<file path="config.mk">
export PLATFORM = sky130hd
export DESIGN_NAME = stream_mux_rr
export DESIGN_NICKNAME = d
export VERILOG_FILES = /design/src/rtl/stream_mux_rr.sv
export SDC_FILE = /design/constraint.sdc
export NUM_CORES = 1
export LEC_CHECK = 0
export CORE_AREA = 2 2 437 439
export DETAILED_ROUTE_END_ITERATION = 8
export DIE_AREA = 0 0 439 441
export DONT_BUFFER_PORTS = 1
export HOLD_SLACK_MARGIN = 0.03
export PLACE_DENSITY_LB_ADDON = 0.08
export SLEW_MARGIN = 10
export SYNTH_ARGS = -nofsm -noshare
export SYNTH_HDL_FRONTEND = slang
export SYNTH_SLANG_ARGS = --single-unit
</file>
<file path="constraint.sdc">
create_clock -name clk -period 8.8 [get_ports clk]
set_input_delay 1.76 -clock clk [delete_from_list [all_inputs] [get_ports clk]]
set_output_delay 1.76 -clock clk [all_outputs]
set_load 0.01 [all_outputs]
</file>
<file path="src/rtl/stream_mux_rr.sv">
// stream_mux_rr: M-way valid/ready stream mux with one registered output
// stage; channel chosen by fixed index or fair round-robin arbitration.
module stream_mux_rr #(
    parameter int N = 32,
    parameter int M = 32,
    localparam int SW = $clog2(M)
) (
    input  logic           clk,
    input  logic           rst_n,
    input  logic [M*N-1:0] in_data,
    input  logic [M-1:0]   in_valid,
    output logic [M-1:0]   in_ready,
    input  logic [SW-1:0]  s,
    input  logic           mode,
    output logic [N-1:0]   out_data,
    output logic           out_valid,
    input  logic           out_ready,
    output logic [SW-1:0]  out_chan
);

    logic          load;
    logic [SW-1:0] ptr;
    logic [SW-1:0] ptr_next;

    logic          rr_valid;
    logic          rr_hi_valid;
    logic [SW-1:0] rr_lo;
    logic [SW-1:0] rr_hi;
    logic [SW-1:0] rr_grant;

    logic          fx_valid;

    logic [SW-1:0] grant;
    logic          grant_valid;
    logic [N-1:0]  sel_data;
    logic          accept;

    assign load = !out_valid || out_ready;

    // Two-pass priority: lowest valid at or above ptr, else lowest overall.
    always_comb begin
        rr_valid    = 1'b0;
        rr_hi_valid = 1'b0;
        rr_lo       = '0;
        rr_hi       = '0;
        for (int i = M - 1; i >= 0; i--) begin
            if (in_valid[i]) begin
                rr_valid = 1'b1;
                rr_lo    = SW'(i);
                if (ptr <= SW'(i)) begin
                    rr_hi_valid = 1'b1;
                    rr_hi       = SW'(i);
                end
            end
        end
    end

    assign rr_grant = rr_hi_valid ? rr_hi : rr_lo;

    // An out-of-range s matches no channel, so it never grants.
    always_comb begin
        fx_valid = 1'b0;
        for (int i = 0; i < M; i++) begin
            if (s == SW'(i)) begin
                fx_valid = in_valid[i];
            end
        end
    end

    assign grant       = mode ? rr_grant : s;
    assign grant_valid = mode ? rr_valid : fx_valid;
    assign accept      = load && grant_valid;

    always_comb begin
        sel_data = '0;
        for (int i = 0; i < M; i++) begin
            if (grant == SW'(i)) begin
                sel_data = in_data[i*N +: N];
            end
        end
    end

    always_comb begin
        in_ready = '0;
        for (int i = 0; i < M; i++) begin
            in_ready[i] = accept && (grant == SW'(i));
        end
    end

    assign ptr_next = (grant == SW'(M - 1)) ? '0 : grant + SW'(1);

    always_ff @(posedge clk or negedge rst_n) begin
        if (!rst_n) begin
            out_valid <= 1'b0;
            out_data  <= '0;
            out_chan  <= '0;
        end else if (load) begin
            out_valid <= grant_valid;
            if (grant_valid) begin
                out_data <= sel_data;
                out_chan <= grant;
            end
        end
    end

    // Pointer only advances on round-robin beats so fixed-mode traffic
    // does not disturb fairness.
    always_ff @(posedge clk or negedge rst_n) begin
        if (!rst_n) begin
            ptr <= '0;
        end else if (accept && mode) begin
            ptr <= ptr_next;
        end
    end

endmodule

</file>
==> summary.md <==
| Metric | Value |
|---|---|
| Outcome | `finished, final reports clean` |
| RSZ-0062 raised after global routing | `false` |
| Post-synth EDFFs | `0` |
| GRT Util Overall | `21.8%` |
| Post-synthesis cell count | `2255` |
| Routed len/inst | `46.6 microns` |
| Overall power | `5.44 mW` |
| Final Skew | `13.3 ps` |
| CP Capture Type | `output port` |
| Async set-reset flop share out of synthesis | `100%` |
| TritonCTS Buffers | `5` |
| Worst-path maximum fanout | `13` |
| Die area | `194000 sq um` |
| Largest net degree at the start of global routing | `74` |
| CTS tree | `yes` |
| Via Count | `21400` |
| Slowest stage delay, CP | `760 ps` |
| Initial Util | `7.33%` |
| Multi-input gate area in the final layout | `12100 sq um` |
| Synth cell types | `94` |
| Avg Synthesized Cell Area | `6.15 sq um` |
| Synth warn | `0` |
| Worst hold path type | `reg -> reg` |
| Pwr Density | `297 nW/um^2` |
| Yosys reg bits | `43` |
| Hold Slack | `602 ps` |
| Slowest CP cell | `nor3_1` |
| First-pass GRT wire length | `269 mm` |
| CP required | `7040 ps` |
| Setup violations, final | `0` |
| HPWL Detailed | `193 mm` |
| Placer congestion estimate | `0.883` |
| Sink Count | `43` |
| Leakage | `5.48 nW` |
| WS Path Type | `in -> out` |
| Initial DRT Pass Iterations | `6` |
| CTS Buffer Depth | `2` |
| Nets | `3311` |
| Syn Std Cell Area | `13900 sq um` |
| FF/Latch Area | `1080 sq um` |
| Drc violations | `0` |
| Die width | `439 microns` |
| Clock Latency Late Sink | `350 ps` |
| Row cnt | `160` |
| Die Y | `441 microns` |
| DR iter-0 viols | `2242` |
| Worst-path cell chain | `or2_2 > o311a_1 > a311o_1 > or4_1 > nor2_1 > nand3_1 > o311ai_0 > buf_4 > ha_4 > inv_2 > buf_4 > nor3_1 > nand3_2 > nor2_1` |
| Type of origin of the critical path | `input port` |
| Initial antenna violation count | `107` |
| Congestion Overflow GR | `0` |
| Core footprint | `189000 sq um` |
| Worst Tran Pin Value | `1340 ps` |
| DRT Wirelength | `223 mm` |
| Worst-path clk slew | `90 ps` |
| Area Growth Syn to Fin | `32.0%` |
| Htree depth | `2` |
| Synth Flop Type | `dfrtp_1` |
| Peak VDD IR | `0.000105 V` |
| Vias in the first global route | `21000` |
| Pins Over Slew Limit | `0` |
| Setup tns final | `0 ps` |
| Number of max-cap violations | `0` |
| CTS root buf | `clkbuf_16` |
| Setup Buffers After CTS | `0` |
| Fmax | `123 MHz` |
| CP Data Arrival Time | `6360 ps` |
| Antenna viol nets, final | `0` |
| Post-CTS Hold Buffers | `0` |
| Slew headroom | `10.4%` |
| # IOs | `1135` |
| Minimum clock period | `8120 ps` |
| Filler instances | `22400` |
| Vias per std cell | `4.47` |
| I/O Buffers | `0` |
| Hold Fails Final Rpt | `0` |
| Period utilisation layout | `92.3%` |
| Post-CTS Resized | `0` |
| Post-synthesis sequential area ratio | `7.76%` |
| Synth Net Count | `3326` |
| Share of layout cells above drive strength 1 | `13.7%` |
## placed cells by master, fill, tap and decap left out, drive strengths merged, types with 15 or more instances in the layout
| master | Yosys | layout |
|---|---|---|
| a22oi | 70 | 70 |
| dfrtp | 43 | 43 |
| o22ai | 74 | 74 |
| nand4 | 21 | 21 |
| a211oi | 28 | 28 |
| nand2 | 238 | 238 |
| a22o | 16 | 16 |
| or4 | 15 | 15 |
| nand2b | 24 | 24 |
| nor2 | 227 | 227 |
| a32oi | 18 | 18 |
| a31oi | 30 | 30 |
| or3 | 31 | 31 |
| nor4 | 39 | 39 |
| diode | 0 | 32 |
| a221o | 24 | 24 |
| nor3 | 110 | 110 |
| o211ai | 54 | 54 |
| inv | 40 | 39 |
| o31ai | 30 | 30 |
| o221ai | 44 | 44 |
| o21ai | 215 | 215 |
| nand3 | 94 | 94 |
| a21oi | 203 | 203 |
| a221oi | 63 | 63 |
| buf | 78 | 197 |
| and3 | 54 | 54 |
## synth_stat cells, types with 33 or more instances
| cell type | number | area [sq um] |
|---|---|---|
| nor3_1 | 105 | 526 |
| a21oi_1 | 202 | 1010 |
| nor2_1 | 225 | 845 |
| dfrtp_1 | 43 | 1080 |
| nor4_1 | 33 | 206 |
| o21ai_0 | 206 | 1030 |
| clkbuf_1 | 141 | 529 |
| o211ai_1 | 52 | 390 |
| o221ai_1 | 43 | 377 |
| buf_2 | 49 | 245 |
| nand2_1 | 236 | 886 |
| o22ai_1 | 74 | 463 |
| a22oi_1 | 69 | 518 |
| and3_1 | 54 | 338 |
| nand3_1 | 92 | 460 |
| inv_1 | 39 | 146 |
| a221oi_1 | 63 | 552 |
## registers in the layout (all words and copies together) (netlist names)
signal,count
out_chan,5
out_data,32
out_valid,1
ptr,5
## per-stage QoR
| step | setup slack, ps | area, sq um | util [%] | instances |
|---|---|---|---|---|
| floorplan | 737 | 13900 | - | 2255 |
| global placement | 476 | 18100 | 9.56 | 4744 |
| detailed placement | 435 | 18100 | 9.56 | 4744 |
| CTS | 736 | 18200 | 9.63 | 4750 |
| global route | 657 | 18300 | 9.66 | 4767 |
| finish | 681 | 18300 | 9.68 | 4782 |
## kinds of logic after synthesis
kind of cell               share of synthesized area (%)
buffers and inverters                               7.86
muxes                                               1.08
adders and majority gates                          0.541
DFF                                                 7.76
and+or+nand+nor                                     31.9
AOI/OAI and AO/OA                                   50.8
xor gates and xnor gates                          0.0631
## worst max-delay path: cells and delay by family
family / cells / cell delay [ps]
buffers and inverters: 3 / 570
adders and majority gates: 1 / 290
AOI/OAI and AO/OA: 3 / 1110
and+or+nand+nor: 7 / 2590
## final timing paths
check                      depth (start not counted)  slack (ps)           end          from
setup reg to reg                                  19        1080  out_data[22]        ptr[0]
hold / removal                                     2         600   out_data[1]   out_data[1]
min in group asynchronous                          0        1100  out_data[30]         rst_n
setup / recovery                                  14         680  in_ready[11]  in_valid[22]
max in group asynchronous                          0        7550   out_data[5]         rst_n
hold reg to reg                                    2         600   out_data[1]   out_data[1]
## cell type report
type | count | area share [%]
Inverter | 41 | 0.854
Sequential cell | 43 | 5.88
Timing Repair Buffer | 197 | 8.90
Clock inverter | 1 | 0.0410
Tap cell | 2511 | 17.2
Multi-Input combinational cell | 1952 | 66.1
Antenna cell | 32 | 0.437
Clock buffer | 5 | 0.683
## where the power goes
part           internal (mW)  switching, mW
Clock                  0.104          0.138
Combinational           1.23           3.44
Sequential             0.284          0.248
## layer usage
metal | vias to the layer above | share of wire [%] | GRT usage [%]
li1 | 8901 | - | -
met3 | 222 | 6.0 | 3.83
met4 | 52 | 1.8 | 4.07
met5 | - | 0.15 | 0
met2 | 1200 | 52 | 40.0
met1 | 11000 | 40 | 26.4
No activity file was read; power rests on OpenSTA's default activity.
